`src/rtl/sram_port_arbiter_if.sv`:
```
// Requester-side bus of the SRAM port arbiter: request handshake plus read response.
// The requester drives the master modport and the arbiter receives on the slave modport.
interface sram_port_arbiter_if #(
    parameter int BITS       = 256,
    parameter int ADDR_WIDTH = 8
);
    logic                  valid;
    logic                  ready;
    logic                  we;
    logic [ADDR_WIDTH-1:0] addr;
    logic [BITS-1:0]       wdata;
    logic                  rvalid;
    logic [BITS-1:0]       rdata;

    modport master (
        output valid, we, addr, wdata,
        input  ready, rvalid, rdata
    );

    modport slave (
        input  valid, we, addr, wdata,
        output ready, rvalid, rdata
    );
endinterface

```
`src/rtl/sram_port_arbiter.sv`:
```
// Two-requester arbiter and sequencer for a single-port synchronous SRAM macro.
// Ownership persists for up to BURST_MAX beats under contention, then passes round-robin.
module sram_port_arbiter #(
    parameter int BITS       = 256,
    parameter int ADDR_WIDTH = 8,
    parameter int BURST_MAX  = 4
) (
    input  logic                  clk,
    input  logic                  rst_n,
    sram_port_arbiter_if.slave    r0,
    sram_port_arbiter_if.slave    r1,
    output logic                  ram_ce,
    output logic                  ram_we,
    output logic [ADDR_WIDTH-1:0] ram_addr,
    output logic [BITS-1:0]       ram_wd,
    input  logic [BITS-1:0]       ram_rd
);
    localparam int CNT_W = $clog2(BURST_MAX + 1);
    localparam logic [CNT_W-1:0] CNT_MAX = CNT_W'(BURST_MAX);

    typedef enum logic [1:0] {IDLE, OWN0, OWN1} state_t;

    state_t                state;
    state_t                state_next;
    logic [CNT_W-1:0]      cnt;
    logic [CNT_W-1:0]      cnt_next;
    logic                  lp;
    logic                  lp_next;
    logic                  rp;
    logic                  rid;
    logic [ADDR_WIDTH-1:0] addr_q;
    logic [BITS-1:0]       wd_q;

    logic                  gnt_any;
    logic                  gnt_id;
    logic                  grant;
    logic                  sel_we;
    logic [ADDR_WIDTH-1:0] sel_addr;
    logic [BITS-1:0]       sel_wd;

    // The owner keeps the port until its burst is spent and the other side is waiting.
    always_comb begin
        gnt_any = 1'b0;
        gnt_id  = 1'b0;
        case (state)
            OWN0: begin
                if (r0.valid && ((cnt < CNT_MAX) || !r1.valid)) begin
                    gnt_any = 1'b1;
                    gnt_id  = 1'b0;
                end else if (r1.valid) begin
                    gnt_any = 1'b1;
                    gnt_id  = 1'b1;
                end
            end
            OWN1: begin
                if (r1.valid && ((cnt < CNT_MAX) || !r0.valid)) begin
                    gnt_any = 1'b1;
                    gnt_id  = 1'b1;
                end else if (r0.valid) begin
                    gnt_any = 1'b1;
                    gnt_id  = 1'b0;
                end
            end
            default: begin
                if (r0.valid && r1.valid) begin
                    gnt_any = 1'b1;
                    gnt_id  = ~lp;
                end else if (r0.valid) begin
                    gnt_any = 1'b1;
                    gnt_id  = 1'b0;
                end else if (r1.valid) begin
                    gnt_any = 1'b1;
                    gnt_id  = 1'b1;
                end
            end
        endcase
    end

    // Macro pins and handshakes; rst_n gating drops them the moment reset asserts.
    always_comb begin
        grant     = gnt_any & rst_n;
        sel_we    = gnt_id ? r1.we    : r0.we;
        sel_addr  = gnt_id ? r1.addr  : r0.addr;
        sel_wd    = gnt_id ? r1.wdata : r0.wdata;
        ram_ce    = grant;
        ram_we    = grant & sel_we;
        ram_addr  = grant ? sel_addr : addr_q;
        ram_wd    = grant ? sel_wd   : wd_q;
        r0.ready  = grant & ~gnt_id;
        r1.ready  = grant & gnt_id;
        r0.rvalid = rp & ~rid & rst_n;
        r1.rvalid = rp & rid & rst_n;
        r0.rdata  = ram_rd;
        r1.rdata  = ram_rd;
    end

    always_comb begin
        state_next = IDLE;
        cnt_next   = '0;
        lp_next    = lp;
        if (gnt_any) begin
            state_next = gnt_id ? OWN1 : OWN0;
            lp_next    = gnt_id;
            if (state == (gnt_id ? OWN1 : OWN0)) begin
                cnt_next = (cnt == CNT_MAX) ? cnt : cnt + 1'b1;
            end else begin
                cnt_next = CNT_W'(1);
            end
        end
    end

    // Last granted address/data are held so idle cycles leave the macro pins quiet.
    always_ff @(posedge clk or negedge rst_n) begin
        if (!rst_n) begin
            state  <= IDLE;
            cnt    <= '0;
            lp     <= 1'b1;
            rp     <= 1'b0;
            rid    <= 1'b0;
            addr_q <= '0;
            wd_q   <= '0;
        end else begin
            state <= state_next;
            cnt   <= cnt_next;
            lp    <= lp_next;
            rp    <= gnt_any & ~sel_we;
            if (gnt_any) begin
                rid    <= gnt_id;
                addr_q <= sel_addr;
                wd_q   <= sel_wd;
            end
        end
    end
endmodule

```
`src/flat_wrapper.sv`:
```
// flat-port wrapper written by rule: the top's interface ports become plain ports
module sram_port_arbiter_flat 
#(
    parameter int BITS       = 256,
    parameter int ADDR_WIDTH = 8,
    parameter int BURST_MAX  = 4
)
  (clk, rst_n, ram_ce, ram_we, ram_addr, ram_wd, ram_rd, r0_valid, r0_we, r0_addr, r0_wdata, r0_ready, r0_rvalid, r0_rdata, r1_valid, r1_we, r1_addr, r1_wdata, r1_ready, r1_rvalid, r1_rdata);
  sram_port_arbiter_if #(.BITS(BITS), .ADDR_WIDTH(ADDR_WIDTH)) r0_i ();
  sram_port_arbiter_if #(.BITS(BITS), .ADDR_WIDTH(ADDR_WIDTH)) r1_i ();
  input  logic clk;
  input  logic rst_n;
  output logic ram_ce;
  output logic ram_we;
  output logic [ADDR_WIDTH-1:0] ram_addr;
  output logic [BITS-1:0] ram_wd;
  input  logic [BITS-1:0] ram_rd;
  input wire logic [$bits(r0_i.valid)-1:0] r0_valid;
  input wire logic [$bits(r0_i.we)-1:0] r0_we;
  input wire logic [$bits(r0_i.addr)-1:0] r0_addr;
  input wire logic [$bits(r0_i.wdata)-1:0] r0_wdata;
  output wire logic [$bits(r0_i.ready)-1:0] r0_ready;
  output wire logic [$bits(r0_i.rvalid)-1:0] r0_rvalid;
  output wire logic [$bits(r0_i.rdata)-1:0] r0_rdata;
  input wire logic [$bits(r1_i.valid)-1:0] r1_valid;
  input wire logic [$bits(r1_i.we)-1:0] r1_we;
  input wire logic [$bits(r1_i.addr)-1:0] r1_addr;
  input wire logic [$bits(r1_i.wdata)-1:0] r1_wdata;
  output wire logic [$bits(r1_i.ready)-1:0] r1_ready;
  output wire logic [$bits(r1_i.rvalid)-1:0] r1_rvalid;
  output wire logic [$bits(r1_i.rdata)-1:0] r1_rdata;
  assign r0_i.valid = r0_valid;
  assign r0_i.we = r0_we;
  assign r0_i.addr = r0_addr;
  assign r0_i.wdata = r0_wdata;
  assign r0_ready = r0_i.ready;
  assign r0_rvalid = r0_i.rvalid;
  assign r0_rdata = r0_i.rdata;
  assign r1_i.valid = r1_valid;
  assign r1_i.we = r1_we;
  assign r1_i.addr = r1_addr;
  assign r1_i.wdata = r1_wdata;
  assign r1_ready = r1_i.ready;
  assign r1_rvalid = r1_i.rvalid;
  assign r1_rdata = r1_i.rdata;
  sram_port_arbiter #(.BITS(BITS), .ADDR_WIDTH(ADDR_WIDTH), .BURST_MAX(BURST_MAX)) u_core (.clk(clk), .rst_n(rst_n), .r0(r0_i), .r1(r1_i), .ram_ce(ram_ce), .ram_we(ram_we), .ram_addr(ram_addr), .ram_wd(ram_wd), .ram_rd(ram_rd));
endmodule
```
`config.mk`:
```
export PLATFORM = sky130hd
export DESIGN_NAME = sram_port_arbiter_flat
export DESIGN_NICKNAME = d
export VERILOG_FILES = /design/src/rtl/sram_port_arbiter_if.sv /design/src/rtl/sram_port_arbiter.sv /design/src/flat_wrapper.sv
export SDC_FILE = /design/constraint.sdc
export NUM_CORES = 1
export LEC_CHECK = 0
export ABC_AREA = 1
export CORE_AREA = 4 4 614 616
export CTS_CLUSTER_SIZE = 24
export DETAILED_ROUTE_END_ITERATION = 12
export DIE_AREA = 0 0 618 620
export DONT_BUFFER_PORTS = 1
export PLACE_DENSITY_LB_ADDON = 0.05
export SLEW_MARGIN = 20
export SYNTH_ARGS = -nofsm -noshare
export SYNTH_HDL_FRONTEND = slang
export SYNTH_SLANG_ARGS = --single-unit
```
`constraint.sdc`:
```
create_clock -name clk -period 2.6 [get_ports clk]
set_input_delay 0.39 -clock clk [delete_from_list [all_inputs] [get_ports clk]]
set_output_delay 0.39 -clock clk [all_outputs]
set_load 0.01 [all_outputs]
```
==> metrics.md, run 1 <==
| Metric | Value |
|---|---|
| Post-Route WL | 177 mm |
| Predominant post-synthesis flop cell | dfrtp_1 |
| Reg clk slew, reported paths | 0.06 ns |
| Number of CTS-inserted buffers | 53 |
| Worst-Skew Late Latency | 0.71 ns |
| Io pins | 1,572 |
| # fillers | 43,400 |
| Routed vias | 19,700 |
| CP Capture Type | primary output |
| Net count after synthesis | 3,666 |
| Sequential share of the synthesized area | 34.3% |
| CP Launch Type | register |
| Largest net degree at the start of global routing | 274 |
| Number of synthesized flops with an enable pin | 0 |
| Starting Density | 5.35% |
| Crit path DAT | 3.00 ns |
| H-tree depth | 2 |
| WP data required | 2.21 ns |
| Hpwl dp | 135 mm |
| Status | complete, but fails checks |
| Max_slew headroom | 13.4% |
| PwrDens | 1390 mW/mm² |
| Fin crit period | 3.39 ns |
| Synth Instances | 2,872 |
| Gpl congestion | 0.709 |
| Core area | 0.371 mm² |
| Die area | 0.383 mm² |
| Max Clock Skew | 0.0495 ns |
| Number of global-route vias before repair | 20,900 |
| Final period utilization | 131% |
| Post-synthesis compound-gate area fraction | 20.2% |
| Remaining DRCs | 0 |
| DRT antenna net count | 0 |
| Most frequent cells after synthesis | nand2_1, o21ai_1, buf_4 |
| Setup-failing EPs final | 268 |
| Area leader, netlist | dfrtp_1 |
| TritonCTS clock tree | yes |
| Synthesized-area fraction occupied by adder cells | 0.252% |
| Routed len/inst | 21.5 µm |
| Syn Area/Cell | 6.92 µm² |
| Fmax | 0.295 GHz |
| DRT Pass-1 Iters | 7 |
| Clock Sinks | 272 |
| Initial antenna violation count | 24 |
| Final WS setup | -0.795 ns |
| Worst Tran Pin Value | 1.30 ns |
| Final Hold Viols | 272 |
| Ys Warns | 0 |
| Layout Utilization | 9.27% |
| First-pass GRT wire length | 221 mm |
| Yosys cell types | 24 |
| CP startpoint | u_core.state[1]$_DFF_PN0_ |
| Die Y | 620 µm |
| Total power | 47.7 mW |
| Die width | 618 µm |
| Multiplexer share of the synthesized area | 0% |
| Final non-filler cell total | 8,208 |
| Async set-or-reset flop fraction in the synthesized netlist | 100% |
| Critical Path Sink | ram_wd[218] |
| Post-synthesis simple-gate area fraction | 15.8% |
| Hold Slack | -0.601 ns |
| Layout area overhead | 73.3% |
| RSZ-0062 raised after global routing | true |
| Xor/xnor cell area share of the yosys netlist | 0.0441% |
| Cell Area, Synth | 0.0199 mm² |
| Layout cells sized above 1 | 32.3% |
| Cells after DPL | 7,784 |
| Crit-path max FO | 32 |
| Instance area at placement | 0.0266 mm² |
| Final instance area | 0.0344 mm² |
| Largest family of logic cells by synthesized area | buffers and inverters |
| Largest cells by area after synthesis | dfrtp_1, buf_4, nand2_1, o21ai_1, inv_1 |
| Lkg Pwr | 14.4 nW |
| #FFs+latches synth | 272 |
| Max-cap viol count | 0 |
| Core Rows | 224 |
| Final nets | 3,986 |
| IO Port Bufs | 0 |
| Final Max Slew Viols | 0 |
| Worst VDD drop | 0.000885 V |
| Gr usage total | 8.66% |
| Top cell type's share of synthesized area | 34.1% |
| Post-Place Setup Slack | -0.757 ns |
| Min-Delay Path Class | in -> async |
| Grt ovf | 0 |
| Clock buffer depth | 3 |
| RR Endpoint | u_core.wd_q[43]$_DFFE_PN0N_ |
| Reg2reg start | u_core.state[1]$_DFF_PN0_ |
| Via density | 2.40 |
| Clk root buf | clkbuf_16 |
| R2R Setup Slk | 0.08 ns |
| Failing checks | negative hold slack, negative setup slack |
| R2R cell count | 10 |
| WS Path Type | reg -> out |
| Library cell with the highest instance count after synthesis | nand2_1 |
| 1st-iter DRT viols | 821 |
==> cells by family (layout without fill, tap and decap cells) <==
kind of cell | count (synthesis) | in the layout
buf+inv | 968 | 1328
xor+xnor | 1 | 1
flops | 272 | 272
compound gates | 796 | 796
simple gates | 831 | 831
fa+ha+maj | 4 | 4
other cells | 0 | 4
==> how the worst min path moves through the flow <==
| stage | startpoint | endpoint | slack [ns] | depth (start not counted) |
|---|---|---|---|---|
| 6_report | rst_n | u_core.wd_q[186]$_DFFE_PN0N_ | -0.60 | 0 |
| 3_5_place_dp | rst_n | u_core.wd_q[195]$_DFFE_PN0N_ | 0.12 | 0 |
| 5_1_grt | rst_n | u_core.wd_q[163]$_DFFE_PN0N_ | -0.70 | 0 |
| 2_1_floorplan | rst_n | u_core.addr_q[0]$_DFFE_PN0N_ | 0.09 | 0 |
| 3_3_place_gp | rst_n | u_core.wd_q[195]$_DFFE_PN0N_ | 0.12 | 0 |
| 4_1_cts | rst_n | u_core.wd_q[195]$_DFFE_PN0N_ | -0.73 | 0 |
==> area by class of cell <==
class	instances	area [µm²]	share of cell area, %
timing repair buffer	951	9730	28.3
multi-input combinational	1632	8810	25.6
sequential	272	6810	19.8
tap	4972	6220	18.1
clock buffer	82	1580	4.58
inverter	280	1070	3.10
clock inverter	13	151	0.440
timing repair inverter	2	50.0	0.145
antenna	4	10.0	0.0291
==> per-layer routing <==
layer / wire, µm / track usage (%)
met1: 59100 / 8.29
met2: 89800 / 15.6
met3: 19200 / 4.43
met4: 7520 / 3.31
met5: 779 / 1.44
==> critical path, stage by stage, from the launching register on <==
cell	delay [ns]
dfrtp_1	0.42
ha_4	0.29
nand2_1	0.05
nand2_1	0.08
nand2_2	0.07
nand2_4	0.10
nand2_8	0.10
buf_16	0.18
buf_4	0.23
o21ai_1	0.37
o21ai_0	0.15
buf_4	0.18
==> registers in the layout, summed over array words and instances (netlist names) <==
name / flops
u_core.wd_q: 256
u_core.addr_q: 8
u_core.cnt: 3
u_core.lp: 1
u_core.rp: 1
u_core.rid: 1
u_core.state: 2
==> cells in the final DEF, fill, tap and decap left out, types with 3 or more instances in the layout <==
cell / instances
nand2_1: 761
buf_4: 498
o21ai_1: 438
inv_1: 273
dfrtp_1: 271
dlygate4sd3_1: 263
o21ai_0: 146
o21ai_2: 135
buf_6: 85
o21ai_4: 76
clkbuf_16: 64
buf_12: 49
buf_16: 35
nand2_2: 33
nand2_4: 16
clkbuf_1: 15
clkbuf_8: 14
buf_8: 8
nand3_1: 7
inv_2: 6
nor2_1: 6
clkinv_2: 6
diode_2: 4
clkinvlp_4: 3
==> report_power, final <==
part           internal, mW  leakage, nW  switching (mW)
Clock                  4.33        0.840            3.08
Combinational          14.0         10.3            18.5
Sequential             6.54         3.26            1.21
==> metrics by stage <==
stage               hold slack (ns)  TNS, ns
detailed placement            0.120   -61.15
global route                 -0.705  -245.06
finish                       -0.601  -177.27
CTS                          -0.728  -239.09
floorplan                    0.0944        0
global placement              0.122   -93.88
==> timing repair <==
action	CTS	global route
hold buffers	235	28
pin swaps	22	39
gates resized for setup	287	263
endpoints found under the setup margin	349	329
setup buffers	18	23
gates cloned	20	13
endpoints found under the hold margin	444	298
(Power assumes the default switching activity.)
==> run 2, diff against run 1 <==
--- a/config.mk
+++ b/config.mk
@@ -12,6 +12,7 @@
 export DIE_AREA = 0 0 618 620
 export DONT_BUFFER_PORTS = 1
 export PLACE_DENSITY_LB_ADDON = 0.05
+export REMOVE_ABC_BUFFERS = 1
 export SLEW_MARGIN = 20
 export SYNTH_ARGS = -nofsm -noshare
 export SYNTH_HDL_FRONTEND = slang
==> metrics.md, run 2 (synthesized netlist as in run 1, its figures left out) <==
| Metric | Value |
|---|---|
| Top flop regs | u_core.wd_q: 256 flops, u_core.addr_q: 8 flops, u_core.cnt: 3 flops |
| R2R Setup Slk | -0.09 ns (-0.17 ns) |
| Post-Route WL | 346 mm (+96%) |
| Final WS setup | -0.833 ns (-0.0387 ns) |
| Layout cells sized above 1 | 39.8% (+7.5 points) |
| CP Launch Type | register |
| Most frequent cells in the layout | nand2_1, buf_4, o21ai_1, dlygate4sd3_1, inv_1 |
| Worst-Skew Late Latency | 0.70 ns (about the same) |
| Die Y | 620 µm (unchanged) |
| IO Port Bufs | 0 (unchanged) |
| Routed vias | 23,200 (+18%) |
| Post-Place Setup Slack | -0.593 ns (+0.164 ns) |
| # fillers | 43,200 (-0.58%) |
| RSZ-0062 raised after global routing | true |
| Final period utilization | 132% (+1.5 points) |
| Fmax | 0.291 GHz (-1.1%) |
| Die area | 0.383 mm² (unchanged) |
| Clock buffer depth | 3 (unchanged) |
| Core area | 0.371 mm² (unchanged) |
| Number of global-route vias before repair | 22,000 (+5.4%) |
| Grt ovf | 0 (unchanged) |
| Max-cap viol count | 0 (unchanged) |
| First-pass GRT wire length | 395 mm (+79%) |
| Final Hold Viols | 178 (-35%) |
| Max reg flops | 256 (unchanged) |
| CP Capture Type | primary output |
| Max_slew headroom | 41.8% (+28 points) |
| Reg clk slew, reported paths | 0.06 ns (about the same) |
| Layout area overhead | 89.8% |
| Die width | 618 µm (unchanged) |
| Final nets | 4,079 (+2.3%) |
| Crit-path max FO | 7 (-78%) |
| Failing checks | negative hold slack, negative setup slack |
| Fin crit period | 3.43 ns (+0.0387 ns) |
| TritonCTS clock tree | yes |
| Routed len/inst | 41.5 µm (+93%) |
| Gpl congestion | 0.929 (+31%) |
| Final Max Slew Viols | 0 (unchanged) |
| Number of CTS-inserted buffers | 52 (-1.9%) |
| Worst Tran Pin Value | 0.872 ns (-0.427 ns) |
| DRT antenna net count | 0 (unchanged) |
| Lkg Pwr | 15.6 nW (+8.1%) |
| Clock Sinks | 272 (unchanged) |
| Layout Utilization | 10.2% (+0.88 points) |
| Setup-failing EPs final | 268 (unchanged) |
| RR Endpoint | u_core.wd_q[229]$_DFFE_PN0N_ |
| Gr usage total | 17.2% (+8.5 points) |
| H-tree depth | 2 (unchanged) |
| Remaining DRCs | 0 (unchanged) |
| Most flop-heavy register | u_core.wd_q |
| Core Rows | 224 (unchanged) |
| R2R cell count | 13 (+3) |
| Starting Density | 5.35% (unchanged) |
| PwrDens | 1390 mW/mm² (+0.47%) |
| Worst VDD drop | 0.000666 V (-25%) |
| Reg2reg start | u_core.state[1]$_DFF_PN0_ |
| WP data required | 2.21 ns (about the same) |
| Crit path DAT | 3.04 ns (+0.04 ns) |
| Largest net degree at the start of global routing | 274 (unchanged) |
| Most common cell after layout, fill and taps aside | nand2_1 |
| Status | complete, but fails checks |
| Io pins | 1,572 (unchanged) |
| Initial antenna violation count | 62 (+160%) |
| 1st-iter DRT viols | 1,622 (+98%) |
| Hold Slack | -0.597 ns (+0.00359 ns) |
| Hpwl dp | 281 mm (+110%) |
| Min-Delay Path Class | in -> async |
| Via density | 2.78 (+16%) |
| Clk root buf | clkbuf_16 |
| DRT Pass-1 Iters | 5 (-2) |
| Max Clock Skew | 0.0267 ns (-0.0228 ns) |
| WS Path Type | reg -> out |
[run 2: worst max-delay path, cell delays in order (launching register included)]
cell,delay (ns)
dfrtp_2,0.44
ha_4,0.28
nand2_1,0.04
nand2_1,0.08
nand2_2,0.08
nand2_4,0.09
nand2_8,0.08
buf_16,0.16
buf_12,0.13
buf_12,0.13
buf_16,0.15
buf_6,0.12
o21ai_4,0.19
buf_6,0.17
o21ai_4,0.07
buf_6,0.12
[run 2: what timing repair did]
action | in CTS | in global routing
setup endpoints to repair | 287 | 313
endpoints found under the hold margin | 477 | 179
resized for setup | 716 | 379
hold buffers | 290 | 1
gates cloned | 39 | 22
pin swaps | 65 | 71
setup buffers | 80 | 40
[run 2: stage by stage]
step | instances | total power, mW | instance area [µm²] | TNS, ns
floorplan | 2184 | 13.3 | 15100 | -5641.82
global placement | 7762 | 35.4 | 26300 | -86.74
detailed placement | 7762 | 35.1 | 26300 | -52.56
CTS | 8243 | 51.3 | 35400 | -225.37
global route | 8306 | 56.9 | 37600 | -221.21
finish | 8329 | 52.5 | 37700 | -177.54
[run 2: how the worst max path moves through the flow]
| stage | from | endpoint | slack, ns | depth (start not counted) |
|---|---|---|---|---|
| 2_1_floorplan | r0_valid | ram_addr[0] | -13.17 | 4 |
| 3_3_place_gp | u_core.state[0]$_DFF_PN0_ | ram_wd[155] | -0.65 | 13 |
| 3_5_place_dp | u_core.state[0]$_DFF_PN0_ | ram_wd[155] | -0.59 | 13 |
| 4_1_cts | u_core.state[1]$_DFF_PN0_ | ram_wd[113] | -0.97 | 14 |
| 5_1_grt | u_core.state[1]$_DFF_PN0_ | ram_addr[2] | -0.98 | 15 |
| 6_report | u_core.state[1]$_DFF_PN0_ | ram_addr[2] | -0.83 | 15 |
[run 2: layer usage]
metal / track usage, % / vias to the layer above / wire (µm)
met5: 14.5 / - / 8140
met4: 2.84 / 101 / 6170
met3: 20.9 / 266 / 85300
met2: 23.2 / 2751 / 133000
met1: 15.7 / 10500 / 113000
li1: - / 9530 / -
[run 2: power by group]
| group | internal, mW | switching [mW] |
|---|---|---|
| clock network | 4.19 | 3.07 |
| registers | 6.54 | 1.30 |
| logic | 16.6 | 20.7 |
[run 2: final cells by class]
| cell class | instances | area, µm² | area share [%] |
|---|---|---|---|
| antenna | 34 | 85.1 | 0.226 |
| clock buffer | 83 | 1570 | 4.16 |
| clock inverter | 9 | 103 | 0.272 |
| inverter | 280 | 1080 | 2.86 |
| multi-input combinational | 1633 | 10300 | 27.3 |
| sequential | 272 | 6810 | 18.1 |
| tap | 4972 | 6220 | 16.5 |
| timing repair buffer | 1045 | 11500 | 30.6 |
| timing repair inverter | 1 | 16.3 | 0.0431 |
